`config.mk`:
```
export PLATFORM = sky130hd
export DESIGN_NAME = fp_double_adder
export DESIGN_NICKNAME = d
export VERILOG_FILES = /design/src/rtl/fp16_pkg.sv /design/src/rtl/fp16_add.sv /design/src/rtl/fp_double_adder.sv
export SDC_FILE = /design/constraint.sdc
export NUM_CORES = 1
export LEC_CHECK = 0
export BUFFER_PORTS_ARGS = -buffer_cell sky130_fd_sc_hd__buf_2
export CORE_MARGIN = 10
export CORE_UTILIZATION = 60
export DETAILED_ROUTE_END_ITERATION = 6
export GPL_TIMING_DRIVEN = 0
export PLACE_DENSITY = 0.79
export SYNTH_ARGS = -nofsm -noshare
export SYNTH_HDL_FRONTEND = slang
export SYNTH_SLANG_ARGS = --single-unit
```
`constraint.sdc`:
```
create_clock -name clk -period 33.1 [get_ports clk]
set_input_delay 3.31 -clock clk [delete_from_list [all_inputs] [get_ports clk]]
set_output_delay 3.31 -clock clk [all_outputs]
set_load 0.005 [all_outputs]
```
`src/rtl/fp16_pkg.sv`:
```
// fp16_pkg: binary16 format constants and FSM state type.
// Shared by fp16_add and fp_double_adder.
package fp16_pkg;

  localparam int EXP_W  = 5;
  localparam int FRAC_W = 10;
  localparam int BIAS   = 15;

  localparam logic [15:0] QNAN    = 16'h7E00;
  localparam logic [15:0] POS_INF = 16'h7C00;
  localparam logic [15:0] NEG_INF = 16'hFC00;

  typedef enum logic [1:0] {
    IDLE,
    ADD_AB,
    ADD_C,
    FIN
  } state_e;

endpackage

```
`src/rtl/fp16_add.sv`:
```
// fp16_add: combinational binary16 adder, RNE rounding.
// FP_ADD_SUBNORMAL_EN: gradual underflow; else flush-to-zero.
module fp16_add
  import fp16_pkg::*;
(
  input  logic [15:0] x_i,
  input  logic [15:0] y_i,
  output logic [15:0] z_o
);

  localparam int MW = FRAC_W + 1;
  localparam int XW = MW + 3;

  logic              sx, sy;
  logic [EXP_W-1:0]  ex, ey, exx, eyy;
  logic [FRAC_W-1:0] fx, fy;
  logic [MW-1:0]     mx, my;
  logic              nan_x, nan_y, inf_x, inf_y;
  logic              zero_x, zero_y;

  assign {sx, ex, fx} = x_i;
  assign {sy, ey, fy} = y_i;
  assign nan_x = (&ex) && (|fx);
  assign nan_y = (&ey) && (|fy);
  assign inf_x = (&ex) && !(|fx);
  assign inf_y = (&ey) && !(|fy);

`ifdef FP_ADD_SUBNORMAL_EN
  assign zero_x = !(|ex) && !(|fx);
  assign zero_y = !(|ey) && !(|fy);
  assign mx  = {|ex, fx};
  assign my  = {|ey, fy};
  assign exx = (|ex) ? ex : EXP_W'(1);
  assign eyy = (|ey) ? ey : EXP_W'(1);
`else
  assign zero_x = !(|ex);
  assign zero_y = !(|ey);
  assign mx  = {1'b1, fx};
  assign my  = {1'b1, fy};
  assign exx = ex;
  assign eyy = ey;
`endif

  logic             sl;
  logic [EXP_W-1:0] el, es, d;
  logic [MW-1:0]    ml, ms;
  logic [XW-1:0]    ext_s, al_raw, lost, al;
  logic [XW:0]      sum;
  logic [3:0]       lz, sh;
  logic [XW-1:0]    norm;
  logic [6:0]       eb, eo;
  logic [MW:0]      rnd;
  logic [FRAC_W-1:0] fo;
  logic             up, tiny;

  // Align, add/sub, normalise and round the finite nonzero path
  always_comb begin
    sl = sx; el = exx; ml = mx; es = eyy; ms = my;
    if ({eyy, my} > {exx, mx}) begin
      sl = sy; el = eyy; ml = my; es = exx; ms = mx;
    end
    d      = el - es;
    ext_s  = {ms, 3'b000};
    al_raw = ext_s >> d;
    lost   = ext_s & ~({XW{1'b1}} << d);
    al     = {al_raw[XW-1:1], al_raw[0] | (|lost)};
    if (sx ^ sy) sum = {1'b0, ml, 3'b000} - {1'b0, al};
    else         sum = {1'b0, ml, 3'b000} + {1'b0, al};
    lz = 4'(XW);
    for (int i = 0; i < XW; i++)
      if (sum[i]) lz = 4'(XW - 1 - i);
    tiny = 1'b0;
    sh   = lz;
    eb   = {2'b00, el} - {3'b000, lz};
    if (sum[XW]) begin
      norm = sum[XW:1] | {{(XW-1){1'b0}}, sum[0]};
      eb   = {2'b00, el} + 7'd1;
    end else begin
      if ({2'b00, el} <= {3'b000, lz}) begin
`ifdef FP_ADD_SUBNORMAL_EN
        sh = 4'(el - EXP_W'(1));
        eb = 7'd1;
`else
        tiny = 1'b1;
`endif
      end
      norm = sum[XW-1:0] << sh;
    end
    up  = norm[2] & (norm[1] | norm[0] | norm[3]);
    rnd = {1'b0, norm[XW-1:3]} + {{MW{1'b0}}, up};
    if (rnd[MW]) begin
      eo = eb + 7'd1;
      fo = rnd[MW-1:1];
    end else if (rnd[MW-1]) begin
      eo = eb;
      fo = rnd[FRAC_W-1:0];
    end else begin
      eo = 7'd0;
      fo = rnd[FRAC_W-1:0];
    end
  end

  // Special-case priority ahead of the arithmetic result
  always_comb begin
    if (nan_x || nan_y || (inf_x && inf_y && (sx ^ sy)))
      z_o = QNAN;
    else if (inf_x)
      z_o = x_i;
    else if (inf_y)
      z_o = y_i;
    else if (zero_x && zero_y)
      z_o = {sx & sy, 15'd0};
    else if (zero_x)
      z_o = y_i;
    else if (zero_y)
      z_o = x_i;
    else if (sum == '0)
      z_o = 16'h0000;
    else if (tiny)
      z_o = {sl, 15'd0};
    else if (eo >= 7'd31)
      z_o = sl ? NEG_INF : POS_INF;
    else
      z_o = {sl, eo[EXP_W-1:0], fo};
  end

endmodule

```
`src/rtl/fp_double_adder.sv`:
```
// fp_double_adder: sequential z = (a + b) + c in binary16.
// Subnormal handling follows FP_ADD_SUBNORMAL_EN (see fp16_add).
module fp_double_adder
  import fp16_pkg::*;
(
  input  logic        clk,
  input  logic        reset,
  input  logic        start,
  input  logic [15:0] input_a,
  input  logic [15:0] input_b,
  input  logic [15:0] input_c,
  output logic [15:0] output_z,
  output logic        done,
  output logic        ack
);

  state_e      state_q;
  logic [15:0] a_q, b_q, c_q, s1_q, z_q;
  logic        done_q, ack_q;
  logic [15:0] op_x, op_y, sum_d;

  assign op_x = (state_q == ADD_C) ? s1_q : a_q;
  assign op_y = (state_q == ADD_C) ? c_q : b_q;

  fp16_add u_add (
    .x_i (op_x),
    .y_i (op_y),
    .z_o (sum_d)
  );

  // Control FSM with operand latches and result registers
  always_ff @(posedge clk or negedge reset) begin
    if (!reset) begin
      state_q <= IDLE;
      a_q     <= '0;
      b_q     <= '0;
      c_q     <= '0;
      s1_q    <= '0;
      z_q     <= '0;
      done_q  <= 1'b0;
      ack_q   <= 1'b0;
    end else begin
      unique case (state_q)
        IDLE: begin
          if (start) begin
            a_q     <= input_a;
            b_q     <= input_b;
            c_q     <= input_c;
            ack_q   <= 1'b0;
            state_q <= ADD_AB;
          end
        end
        ADD_AB: begin
          s1_q    <= sum_d;
          state_q <= ADD_C;
        end
        ADD_C: begin
          z_q     <= sum_d;
          done_q  <= 1'b1;
          ack_q   <= 1'b1;
          state_q <= FIN;
        end
        FIN: begin
          done_q <= 1'b0;
          if (!start) state_q <= IDLE;
        end
        default: state_q <= IDLE;
      endcase
    end
  end

  assign output_z = z_q;
  assign done     = done_q;
  assign ack      = ack_q;

endmodule

```
==> impl_metrics.json <==
{
  "status": "completed",
  "clock_path_buffers": 2,
  "synth_compound_area_share_pct": 27.57,
  "slew_viol_final": 0,
  "grt_pass1_vias": 9590,
  "synth_mux_area_share_pct": 14.55,
  "synthFlopType": "dfrtp_1",
  "area_growth_pct": 10.11,
  "grt_pass1_wl_um": 52190,
  "cts_resized": 0,
  "synth_edf_count": 0,
  "slowest_delay_ns": 0.85,
  "row_count": 45,
  "globalRouteOverflowTotal": 0,
  "synthTopCellsByCount": "nor2_1 (121), nand2_1 (95), dfrtp_1 (84)",
  "hp-start": "b_q[5]$_DFFE_PN0P_",
  "arrival_ns": 15.48,
  "clkLatencyLatePin_ns": 0.34,
  "synth.most_common_cell": "nor2_1",
  "cts_root_buffer": "clkbuf_16",
  "synth_top_family_by_area": "compound AO/OA/AOI/OAI gates",
  "syn_inst": 1187,
  "synth_nets": 1288,
  "drt-total-wl_um": 33290,
  "setup_tns_ns": 0,
  "numCtsBuffers": 9,
  "gp_congestion": 0.9858,
  "finalCriticalPeriod_ns": 15.29,
  "maxCapViolations": 0,
  "start_util_pct": 61.48,
  "wl_per_cell_um": 22.45,
  "hold_buffers": 0,
  "cts_tree": "yes",
  "dp_hpwl_um": 25350,
  "max_freq_ghz": 0.06538,
  "drtIter0Drc": 1248,
  "ios": 69,
  "first_pass_iters": 6,
  "clkSlewWorstSetupHoldPaths_ns": 0.07,
  "post_cts_buffers": 0,
  "tightest_slew_ns": 1.256,
  "crit_fanout": 10,
  "synthTopCellsByArea": "dfrtp_1 (22%), mux2_2 (8.3%), ha_1 (6.4%)",
  "endpoint_kind": "register",
  "fp.dieW_um": 145.0,
  "layout-drive-gt1-share_pct": 16.12,
  "grt_max_degree": 72,
  "numPortBuffers": 68,
  "antenna_found_initial": 0,
  "setup_viol": 0,
  "postRouteAntennaNets": 0,
  "synthDistinctLibCells": 97,
  "die-area_um2": 21040,
  "ys_warn_count": 0,
  "vias_per_cell": 6.828,
  "h-tree-depth": 3,
  "coreArea_um2": 15260,
  "finalHoldViolations": 0,
  "reg2reg_depth": 55,
  "synth.avg_cell_area_um2": 7.902,
  "crit_top_cell": "a21oi_1",
  "async_flop_share_pct": 100.0,
  "synth_top_area_share_pct": 22.41,
  "timing.rr.end": "output_z[4]$_DFFE_PN0P_",
  "worst_setup_path_start_kind": "register",
  "post-route-period-util_pct": 46.21,
  "cp_data_required_time_ns": 33.28,
  "slew_headroom_pct": 15.56,
  "cp-endpoint": "output_z[4]$_DFFE_PN0P_",
  "netlist_area_um2": 9380,
  "synth_area_leader_cell": "dfrtp_1",
  "critPathSlowestCell": "a221oi_1",
  "die-height_um": 145.0,
  "cts_sinks": 84,
  "worst_clock_skew_ns": 0.006675,
  "diodes": 0,
  "drc_errors": 0,
  "worstSetupPathType": "register to register",
  "ys_seq_area_share_pct": 22.41,
  "r2r_slack_ns": 17.81,
  "yosys_register_bits": 84,
  "synthAdderAreaFrac_pct": 6.829,
  "synth-simple-area-share_pct": 19.99,
  "reg2reg_from": "state_q[0]$_DFFE_PN0P_",
  "synth-xor-area-share_pct": 2.414,
  "via_count": 10126,
  "startpoint": "state_q[0]$_DFFE_PN0P_",
  "hold_path.class": "register to register",
  "finalNetCount": 1368,
  "track_usage_pct": 29.79,
  "rsz0062_at_grt": "no"
}
==> final cells by class <==
type | instances | area, um^2
well taps | 211 | 264.0
flip-flops and latches | 84 | 2102
clock inverters | 6 | 70.07
fillers | 1303 | 4930
repair buffers | 69 | 370.4
clock buffers | 10 | 239.0
inverters | 82 | 309.0
plain buffers | 65 | 275.3
multi-input cells | 956 | 6699
==> cells by family (layout without fill, tap and decap cells) <==
logic type | count (synthesis) | in the layout
buffers and inverters | 147 | 232
XOR/XNOR | 25 | 25
AND/OR/NAND/NOR | 385 | 385
AO/OA/AOI/OAI | 370 | 370
multiplexers | 126 | 126
flip-flops | 84 | 84
adder cells (fa/ha/maj) | 50 | 50
==> metrics by stage <==
stage	instance area [um^2]	setup WS, ns	std cells	util (%)	hold slack [ns]
6_report	10330	17.81	1483	67.69	0.5043
5_1_grt	10330	16.89	1483	67.69	0.5165
4_1_cts	10320	18.13	1483	67.66	0.5064
3_5_place_dp	10010	18.18	1467	65.63	0.4922
3_3_place_gp	9985	18.35	1466	65.44	0.4785
2_1_floorplan	9380	21.29	1187	-	0.4737
==> worst min-delay path by stage <==
stage                         end  slack (ns)  depth (start not counted)
2_1_floorplan  c_q[4]$_DFFE_PN0P_        0.47                          1
3_3_place_gp     done$_DFFE_PN0P_        0.48                          2
3_5_place_dp   b_q[5]$_DFFE_PN0P_        0.49                          1
4_1_cts        b_q[5]$_DFFE_PN0P_        0.51                          1
5_1_grt        b_q[4]$_DFFE_PN0P_        0.52                          1
6_report       b_q[5]$_DFFE_PN0P_        0.50                          1
==> registers in the layout (all words and copies together), names as in the netlist <==
signal	cells
output_z	16
state_q	2
b_q	16
s1_q	16
c_q	16
done	1
ack	1
a_q	16
==> metal layers <==
| metal | global-route usage [%] | vias up | wire length [um] | part of all wire (%) |
|---|---|---|---|---|
| met3 | 4.502 | 148 | 3321 | 10 |
| li1 | - | 4578 | - | - |
| met1 | 37.14 | 4726 | 12930 | 39 |
| met5 | 0 | - | 0 | 0 |
| met4 | 15.02 | 0 | 1766 | 5.3 |
| met2 | 48.99 | 674 | 15270 | 46 |
==> worst max-delay path, delay by kind of cell, from the launching register on <==
family                     cells  cell delay, ns
AOI/OAI and AO/OA             21            5.18
xor gates and xnor gates       2            0.58
adders and majority gates      6            1.90
buffers and inverters         12            2.99
DFF                            1            0.41
muxes                          4            1.47
and+or+nand+nor               10            2.57
==> cells in the final DEF, fill, tap and decap left out, drive strengths merged, types with 6 or more instances in the layout <==
master / count
a21oi: 64
a221oi: 8
o211ai: 17
nor4: 10
buf: 86
nor2: 122
dfrtp: 84
nand2b: 12
and3: 13
o2111ai: 9
ha: 48
o31ai: 12
xor2: 9
o32ai: 13
mux2: 70
nand3: 31
and2: 8
mux2i: 55
nor2b: 14
or2: 11
inv: 83
nand2: 95
o21ai: 91
a21o: 10
a22oi: 7
a211oi: 23
nand4: 14
nor3: 28
or3: 7
o22ai: 19
a31oi: 23
o21a: 6
xnor2: 16
o311ai: 6
clkbuf: 58
Power is left out: the tool's default activity adds up to more than one toggle a clock period on the data nets, which glitch-free logic cannot reach.
